`config.mk`:
```
export PLATFORM = sky130hd
export DESIGN_NAME = ball_trail_buffer
export DESIGN_NICKNAME = d
export VERILOG_FILES = /design/src/rtl/ball_trail_buffer.sv
export SDC_FILE = /design/constraint.sdc
export NUM_CORES = 1
export LEC_CHECK = 0
export CORE_MARGIN = 2
export CORE_UTILIZATION = 64
export DETAILED_ROUTE_END_ITERATION = 8
export DONT_BUFFER_PORTS = 1
export GPL_TIMING_DRIVEN = 0
export HOLD_SLACK_MARGIN = 0.02
export PLACE_DENSITY_LB_ADDON = 0.05
export REMOVE_ABC_BUFFERS = 1
export SETUP_SLACK_MARGIN = 0.3
export SLEW_MARGIN = 20
export SYNTH_ARGS = -nofsm -noshare
export SYNTH_HDL_FRONTEND = slang
export SYNTH_SLANG_ARGS = --single-unit
export TNS_END_PERCENT = 50
```
`constraint.sdc`:
```
create_clock -name clk -period 3.4 [get_ports clk]
set_clock_uncertainty 0.15 [all_clocks]
set_input_delay 0.34 -clock clk [delete_from_list [all_inputs] [get_ports clk]]
set_output_delay 0.34 -clock clk [all_outputs]
set_load 0.02 [all_outputs]
```
`src/rtl/ball_trail_buffer.sv`:
```
// Ball trail history buffer.
// Keeps the last DEPTH accepted (x, y) samples as a shift register, newest in
// entry 0. Provides a registered random-access read port, a running mean over
// all entries, the newest-minus-previous velocity, and a saturating fill count.
// DEPTH must be a power of two and at least 2 so the mean is a plain shift.
module ball_trail_buffer #(
    parameter int COORD_W = 10,
    parameter int DEPTH   = 4,
    parameter int INIT_X  = 463,
    parameter int INIT_Y  = 275
) (
    input  logic                       clk,
    input  logic                       rst,
    input  logic                       clear,
    input  logic                       sample_valid,
    input  logic [COORD_W-1:0]         x_position,
    input  logic [COORD_W-1:0]         y_position,
    input  logic [$clog2(DEPTH)-1:0]   rd_index,
    output logic [COORD_W-1:0]         rd_x,
    output logic [COORD_W-1:0]         rd_y,
    output logic [COORD_W-1:0]         avg_x,
    output logic [COORD_W-1:0]         avg_y,
    output logic signed [COORD_W:0]    vel_x,
    output logic signed [COORD_W:0]    vel_y,
    output logic [$clog2(DEPTH):0]     fill_count,
    output logic                       full
);

    localparam int IDX_W = $clog2(DEPTH);
    // DEPTH entries of COORD_W bits sum to less than 2^(COORD_W+IDX_W): no overflow.
    localparam int SUM_W = COORD_W + IDX_W;

    localparam logic [COORD_W-1:0] INIT_X_C   = COORD_W'(INIT_X);
    localparam logic [COORD_W-1:0] INIT_Y_C   = COORD_W'(INIT_Y);
    localparam logic [SUM_W-1:0]   SUM_INIT_X = SUM_W'(DEPTH * INIT_X);
    localparam logic [SUM_W-1:0]   SUM_INIT_Y = SUM_W'(DEPTH * INIT_Y);
    localparam logic [IDX_W:0]     FILL_MAX   = (IDX_W + 1)'(DEPTH);

    logic [COORD_W-1:0] x_reg  [DEPTH];
    logic [COORD_W-1:0] y_reg  [DEPTH];
    logic [COORD_W-1:0] x_next [DEPTH];
    logic [COORD_W-1:0] y_next [DEPTH];

    logic [SUM_W-1:0]   sum_x_reg, sum_x_next;
    logic [SUM_W-1:0]   sum_y_reg, sum_y_next;
    logic [IDX_W:0]     fill_reg,  fill_next;
    logic [COORD_W-1:0] rd_x_reg;
    logic [COORD_W-1:0] rd_y_reg;

    // A sample that arrives together with clear is dropped.
    logic accept;
    assign accept = sample_valid & ~clear;

    // Post-shift view of the history; the read port samples this so a read
    // issued on the same edge as a shift sees the new contents.
    generate
        for (genvar gi = 0; gi < DEPTH; gi++) begin : g_shift
            if (gi == 0) begin : g_head
                assign x_next[gi] = accept ? x_position : x_reg[gi];
                assign y_next[gi] = accept ? y_position : y_reg[gi];
            end else begin : g_tail
                assign x_next[gi] = accept ? x_reg[gi-1] : x_reg[gi];
                assign y_next[gi] = accept ? y_reg[gi-1] : y_reg[gi];
            end
        end
    endgenerate

    // Running sums: add the incoming sample, drop the one falling off the end.
    always_comb begin
        sum_x_next = sum_x_reg;
        sum_y_next = sum_y_reg;
        fill_next  = fill_reg;
        if (accept) begin
            sum_x_next = sum_x_reg + SUM_W'(x_position) - SUM_W'(x_reg[DEPTH-1]);
            sum_y_next = sum_y_reg + SUM_W'(y_position) - SUM_W'(y_reg[DEPTH-1]);
            if (fill_reg != FILL_MAX) begin
                fill_next = fill_reg + 1'b1;
            end
        end
    end

    // History, sums, fill count and read port; rst and clear both restore the
    // initial trail, rst taking precedence by construction.
    always_ff @(posedge clk) begin
        if (rst || clear) begin
            for (int i = 0; i < DEPTH; i++) begin
                x_reg[i] <= INIT_X_C;
                y_reg[i] <= INIT_Y_C;
            end
            sum_x_reg <= SUM_INIT_X;
            sum_y_reg <= SUM_INIT_Y;
            fill_reg  <= '0;
            rd_x_reg  <= INIT_X_C;
            rd_y_reg  <= INIT_Y_C;
        end else begin
            for (int i = 0; i < DEPTH; i++) begin
                x_reg[i] <= x_next[i];
                y_reg[i] <= y_next[i];
            end
            sum_x_reg <= sum_x_next;
            sum_y_reg <= sum_y_next;
            fill_reg  <= fill_next;
            rd_x_reg  <= x_next[rd_index];
            rd_y_reg  <= y_next[rd_index];
        end
    end

    assign rd_x       = rd_x_reg;
    assign rd_y       = rd_y_reg;
    assign avg_x      = sum_x_reg[SUM_W-1:IDX_W];
    assign avg_y      = sum_y_reg[SUM_W-1:IDX_W];
    assign vel_x      = $signed({1'b0, x_reg[0]}) - $signed({1'b0, x_reg[1]});
    assign vel_y      = $signed({1'b0, y_reg[0]}) - $signed({1'b0, y_reg[1]});
    assign fill_count = fill_reg;
    assign full       = (fill_reg == FILL_MAX);

endmodule
```
## Word level (Yosys, flattened, before mapping)

Memories as Yosys holds them, arrays and structs flattened.
Cells that the tools add are included.

| storage, ports and cells | value |
|---|---|
| register bits after elaboration | 47 |
| latch bits | 0 |
| RAM bits | 80 |
| memory bits (read-only) | 0 |
| bits of input ports | 26 |
| output and inout port bits | 66 |
| logic and storage cells | 55 |
| memories | 2 |

Memory list:

| name | depth | width | rd ports | clocked after Yosys merged registers in | wr ports | RTL line | RTL |
|---|---|---|---|---|---|---|---|
| x_reg | 4 | 10 | 4 | 0 | 4 | 39 | `logic [COORD_W-1:0] x_reg [DEPTH];` |
| y_reg | 4 | 10 | 4 | 0 | 4 | 40 | `logic [COORD_W-1:0] y_reg [DEPTH];` |

| operators by class | value |
|---|---|
| $add $sub $neg | 7 |
| multipliers | 0 |
| divide/modulo/power cells | 0 |
| magnitude comparators | 1 |
| equality and inequality tests | 2 |
| shift operators | 0 |
| mux-type cells | 25 |
| bitwise operators | 11 |
| reduce and logical (&&, ||, !) cells | 2 |

Operators by type and width:

| cell | number |
|---|---|
| 10-bit two-way mux | 20 |
| 10-bit binary-select mux with 2-bit select | 2 |
| 12-bit by 10-bit adder with 12-bit output | 2 |
| 12-bit by 10-bit subtractor with 12-bit output | 2 |
| 10-bit by 10-bit subtractor with 11-bit output | 2 |
| 1-bit OR | 8 |
| 3-bit by 1-bit adder with 3-bit output, second input constant | 1 |
| 3-bit == test, second input constant | 1 |
| 3-bit greater-or-equal comparator, second input constant | 1 |
| 1-bit two-way mux | 3 |
| 3-bit inequality test, second input constant | 1 |
| 2-bit inverter with 3-bit output | 1 |
| 2-bit AND reduction | 1 |
| 1-bit bitwise AND | 1 |
| 1-bit logical OR | 1 |
| 1-bit inverter | 1 |

## Longest topological paths before layout

Gate-level depths: netlist (run 1).

| logic depth | value |
|---|---|
| depth in word-level cells | 6 |
| mapped depth | 11 |
| gate-level depth less buffers | 11 |

## Worst setup path before layout (run 1)

Ideal clock, no wire load.

| timing path | value |
|---|---|
| path type | input to register |
| start | in y_position[1] |
| end | reg sum_y_reg[10] |
| setup time | 0.145 ns |
| arrival | 2.452 ns |
| required time | 3.105 ns |
| slack | 0.653 ns |
| stages | 10 |
| path buffers | 0 |
| cells stage by stage | inv_1 > fa_1 > inv_1 > fa_1 > a21o_1 > a21oi_1 > o21ai_1 > a221oi_2 > xor2_1 > o221ai_1 |

| between the ends | value |
|---|---|
| cells in the longest elaborated chain, start to end | 2 |

Ends and longest elaborated chain:

| item | RTL line | RTL |
|---|---|---|
| start, declared | 17 | `input logic [COORD_W-1:0] y_position,` |
| 12-bit by 10-bit adder with 12-bit output | 75 | `sum_y_next = sum_y_reg + SUM_W'(y_position) - SUM_W'(y_reg[DEPTH-1]);` |
| 12-bit by 10-bit subtractor with 12-bit output | 75 |  |
| end signal, assigned | 101 | `sum_y_reg <= sum_y_next;` |
| end, declared | 45 | `logic [SUM_W-1:0] sum_y_reg, sum_y_next;` |

No other way between the ends.
A chain may end at the register's enable or synchronous reset.

==> metrics, run 1 <==
clk buf depth 2; worst skew pair latency 0.43 ns; Post-synth top cells dfxtp_1, inv_1, nor2_1; area of the multi-input gates 4280 um^2; pin count of the biggest net entering global routing 70; sequential share of the synthesized area 34.0%; Cell variety after synth 55; Final Cycle Share 89.0%; core area 11400 um^2; die height 112 um; cell count of the worst hold path 2; vias 5812; final setup violation count 0; global-route wire length before repair 28.6 mm; Worst Max-Slew Pin Slew 1.06 ns; Top FF cell, synth dfxtp_1; vias per std cell 5.87; RSZ-0062 raised after global routing true; CTS tree done; max-capacitance violation count 0; # DRC 0; Worst VDD drop 0.429 mV; IO Port Bufs 0; Synth area leader dfxtp_1; Min-Delay Path Class input pin to flip-flop; placed insts 930; most common cell in the synthesized netlist dfxtp_1; die area 12600 um^2; r2r startpoint sum_y_reg[2]$_SDFFE_PP1P_; crit-path cells inv_1, ha_1, fa_1, nor2b_1, o21ai_1, a21boi_2, o2111ai_1, nand2_1, xor2_2; Power Density 523 nW/um^2; Total Wirelength 17.6 mm; GRT Total Usage 28.7%; min cycle time layout 3.03 ns; Syn Area/Cell 8.87 um^2; Layout area overhead 13.4%; clock sinks 127; Final ANT Viol Nets 0; Synth Register Bits 127; Sequential Area 2550 um^2; ranking of synthesized cells by area dfxtp_1, mux2i_1, ha_1; final-report max-slew violation count 0; kind of critical path flip-flop to primary output; vias in the first global route 6022; synthesized area 7490 um^2; R2R depth 10; DP Wirelength 11.1 mm; CP max-delay cell fa_1; H-tree Lvls 4; CP Capture Type primary output; Die Wd 112 um; TritonCTS buffer count 17; critical path launch point type flip-flop; Initial Utilization 65.6%; PnR worst setup slack 0.375 ns; antenna fix cells 0; layout cell share with drive strength beyond 1 10.2%; Final Hold Vio Count 0; Initial DRC Count 277; clk slew on worst S/H paths 0.06 ns; number of synthesized flops with an enable pin 0; worst hold slack 0.0351 ns; crit-path max cell delay 0.42 ns; upper clock frequency limit 331 MHz; Syn. warnings 0; Boundary Pins 92; Hold Path Sink rd_y[7]$_SDFF_PP0_; GR Overflow Total 0; Yosys top cell area share 34.0%; Worst EP required 2.91 ns; post-route setup TNS 0 ns; r2r endpoint sum_y_reg[11]$_SDFFE_PP0P_; root buffer cell clkbuf_16; beginning of the worst hold path rd_index[0]; slew margin rel. 28.9%; # fillers 844; Total Power 4450 uW; drt pass-1 iters 6; fin nets 928; Layout Cells excl Fill 990; leakage dissipation 0.00402 uW; row count 39; antenna violations before repair 0; Post-Syn Instances 844; r2r setup slk 0.44 ns; CP Data Arrival Time 2.54 ns; ys async rst share 0%; status finished, final reports clean; crit-path max FO 3; WL/cell 17.7 um; Place WS 0.390 ns; GP Congestion 0.804
## cell type report
| type | count | area share, % |
|---|---|---|
| Clock buffer | 22 | 5.70 |
| Clock inverter | 10 | 2.14 |
| Inverter | 120 | 5.30 |
| Multi-Input combinational cell | 537 | 50.4 |
| Sequential cell | 127 | 30.0 |
| Tap cell | 143 | 2.11 |
| Timing Repair Buffer | 31 | 4.39 |
## power breakdown
| part | total [uW] | leakage [uW] | switching [uW] | internal, uW |
|---|---|---|---|---|
| Sequential | 1580 | 0.00103 | 55.3 | 1530 |
| Combinational | 822 | 0.00266 | 497 | 325 |
| Clock | 2040 | 0.000326 | 665 | 1380 |
| Total | 4450 | 0.00402 | 1220 | 3230 |
## worst max path at each step
| stage | start | end | depth (start not counted) | slack (ns) |
|---|---|---|---|---|
| 2_1_floorplan | clear | rd_x[1]$_SDFF_PP1_ | 4 | -0.38 |
| 3_3_place_gp | clear | rd_y[8]$_SDFF_PP1_ | 4 | -1.69 |
| 3_5_place_dp | sum_y_reg[4]$_SDFFE_PP0P_ | sum_y_reg[11]$_SDFFE_PP0P_ | 10 | 0.39 |
| 4_1_cts | x_reg[0][0]$_SDFF_PP1_ | vel_x[8] | 9 | 0.19 |
| 5_1_grt | x_reg[1][1]$_SDFF_PP1_ | vel_x[9] | 8 | 0.25 |
| 6_report | x_reg[0][0]$_SDFF_PP1_ | vel_x[8] | 9 | 0.37 |
## through the flow
step | area (um^2) | util, %
after floorplan | 7100 | -
after global placement | 7270 | 63.7
after detailed placement | 7370 | 64.5
after CTS | 8350 | 73.1
after global routing | 8490 | 74.4
final | 8490 | 74.4
## repair_timing
item,4_1_cts,5_1_grt
setup buffers,0,1
hold buffers,27,0
setup endpoints to repair,7,15
resized for setup,4,28
gates cloned,0,0
hold endpoints to repair,60,0
pin swaps,0,8
## worst max-delay path, delay by kind of cell (launching register included)
kind,cells,cell delay (ns)
adder cells (fa/ha/maj),2,0.64
AO/OA/AOI/OAI,3,0.48
flip-flops,1,0.33
AND/OR/NAND/NOR,2,0.31
XOR/XNOR,1,0.28
buffers and inverters,1,0.07
## placed cells by master, fill, tap and decap left out, types with 12 or more instances in the layout
cell           instances
dfxtp_1              124
inv_1                119
nor2_1                91
nand2_1               82
mux2i_1               67
ha_1                  45
a21oi_1               37
dlygate4sd3_1         25
o211ai_1              22
o21ai_0               21
fa_1                  21
clkbuf_16             17
xnor2_1               15
a21o_1                14
mux4_2                12
## logic make-up after synthesis
| group | share of synthesized area [%] |
|---|---|
| AO/OA/AOI/OAI | 13.5 |
| XOR/XNOR | 3.39 |
| adder cells (fa/ha/maj) | 13.6 |
| buffers and inverters | 11.3 |
| flip-flops | 34.0 |
| multiplexers | 12.6 |
| AND/OR/NAND/NOR | 11.8 |
## layer usage
layer / global-route usage (%) / part of all wire [%] / vias to the layer above
li1: - / - / 2782
met1: 33.2 / 41 / 2839
met2: 51.1 / 52 / 159
met3: 7.02 / 5.2 / 32
met4: 11.7 / 2.1 / 0
met5: 0 / 0 / -
Note: power is estimated with default switching activity, not from simulation.
==> run 2, diff against run 1 <==
--- a/config.mk
+++ b/config.mk
@@ -9,7 +9,6 @@
 export CORE_UTILIZATION = 64
 export DETAILED_ROUTE_END_ITERATION = 8
 export DONT_BUFFER_PORTS = 1
-export GPL_TIMING_DRIVEN = 0
 export HOLD_SLACK_MARGIN = 0.02
 export PLACE_DENSITY_LB_ADDON = 0.05
 export REMOVE_ABC_BUFFERS = 1
==> metrics, run 2 (synthesized netlist as in run 1, its figures left out) <==
status finished, final reports clean; vias in the first global route 6094; antenna fix cells 0; Initial Utilization 65.6%; upper clock frequency limit 327 MHz; Cell Area, Placed 7350 um^2; # DRC 0; global-route wire length before repair 28.9 mm; die area 12600 um^2; # fillers 920; row count 39; Final Hold Vio Count 0; Min-Delay Path Class input pin to flip-flop; worst skew pair latency 0.42 ns; Final ANT Viol Nets 0; Worst VDD drop 0.345 mV; layout cell share with drive strength beyond 1 9.62%; clk slew on worst S/H paths 0.05 ns; H-tree Lvls 4; CP Capture Type flip-flop; Initial DRC Count 328; slew margin rel. 33.2%; vias 5861; Layout Cells excl Fill 995; critical path launch point type input pin; placed insts 934; final instance area 8330 um^2; fin nets 934; area of the multi-input gates 4220 um^2; crit-path max FO 3; Boundary Pins 92; die height 112 um; final-report max-slew violation count 0; clk buf depth 2; RSZ-0062 raised after global routing true; kind of critical path input pin to flip-flop; drt pass-1 iters 5; CP Data Arrival Time 3.19 ns; vias per std cell 5.89; Layout area overhead 11.3%; Buf/Inv on CP 3; combinational power share 19.4%; Final Cycle Share 89.8%; Worst Max-Slew Pin Slew 1.00 ns; TritonCTS buffer count 17; DP Wirelength 11.5 mm; internal power 2960 uW; Total Power 4150 uW; Total Wirelength 17.7 mm; final setup violation count 0; CP max-delay cell dlygate4sd3_1; Top delay family on crit path adder cells; Net Sw Frac 28.7%; Sequential Area 2540 um^2; antenna violations before repair 0; CTS tree done; sequential power share 38.2%; max-capacitance violation count 0; clock sinks 127; P_sw 1190 uW; IO Port Bufs 0; crit-path cells dlygate4sd3_1, inv_1, fa_1, inv_1, fa_1, a21o_1, a21oi_2, o21ai_1, a221oi_2, xor2_1, o221ai_1; leakage dissipation 0.00400 uW; GR Overflow Total 0; worst hold slack 0.0347 ns; Final Util 73.0%; WL/cell 17.8 um; GRT Total Usage 29.1%; Worst EP required 3.54 ns; crit-path max cell delay 0.56 ns; core area 11400 um^2; GP Congestion 0.859; Clock Power Share 42.5%; root buffer cell clkbuf_16; Power Density 498 nW/um^2; min cycle time layout 3.05 ns; pin count of the biggest net entering global routing 50; Die Wd 112 um; most frequent cells in the layout dfxtp_1, inv_1, nor2_1; most common cell after layout, fill and taps aside dfxtp_1
-- run 2: cell count changes in the layout (fill, tap and decap cells not counted), sizes merged --
cell | previous run | this run
buf | 6 | 13
bufinv | 5 | 1
clkbuf | 22 | 25
clkinv | 4 | 5
clkinvlp | 1 | 0
dlygate4sd3 | 25 | 24
-- run 2: worst paths after layout --
check | start | end | slack [ns] | cells after the start
setup / recovery | x_position[1] | sum_x_reg[10]$_SDFFE_PP1P_ | 0.35 | 11
hold / removal | rd_index[0] | rd_x[2]$_SDFF_PP1_ | 0.03 | 2
setup reg to reg | sum_x_reg[4]$_SDFFE_PP1P_ | sum_x_reg[9]$_SDFFE_PP1P_ | 0.42 | 10
hold reg to reg | x_reg[2][2]$_SDFF_PP1_ | x_reg[3][2]$_SDFF_PP1_ | 0.34 | 2
-- run 2: worst register-to-register path, delay by kind of cell, from the launching register on --
family	cells	cell delay [ns]
buffers and inverters	2	0.17
AND/OR/NAND/NOR	3	0.70
XOR/XNOR	1	0.17
AO/OA/AOI/OAI	2	0.34
adder cells (fa/ha/maj)	2	0.88
flip-flops	1	0.44
-- run 2: repair_timing --
action	CTS	global route
gates resized for setup	4	17
hold buffers	26	0
endpoints found under the setup margin	6	15
buffers inserted	0	4
pin swaps	0	6
hold endpoints to repair	63	0
-- run 2: final cells by class --
type	count	area share, %
Tap cell	143	2.15
Inverter	120	5.40
Sequential cell	127	30.5
Clock inverter	6	0.661
Clock buffer	25	6.19
Timing Repair Buffer	37	4.50
Multi-Input combinational cell	537	50.6
-- run 2: per-stage QoR --
step	TNS [ns]	setup slack, ns
after CTS	0	0.181
after global routing	0	0.246
final	0	0.346
after global placement	0	0.525
after detailed placement	0	0.442
after floorplan	-5.07	-0.377
-- run 2: power groups by stage --
stage	logic [uW]	registers (uW)	clock network, uW
after global placement	689	1610	0
after global routing	886	1590	1840
after detailed placement	705	1610	0
final	805	1580	1760
after floorplan	575	1610	0
after CTS	763	1580	1780
-- run 2: metal layers --
| layer | vias to the layer above | part of all wire (%) | track usage [%] |
|---|---|---|---|
| met5 | - | 0 | 0 |
| met1 | 2825 | 40 | 34.0 |
| met2 | 189 | 50 | 50.4 |
| met4 | 0 | 3.5 | 14.0 |
| met3 | 51 | 6.4 | 7.07 |
| li1 | 2796 | - | - |
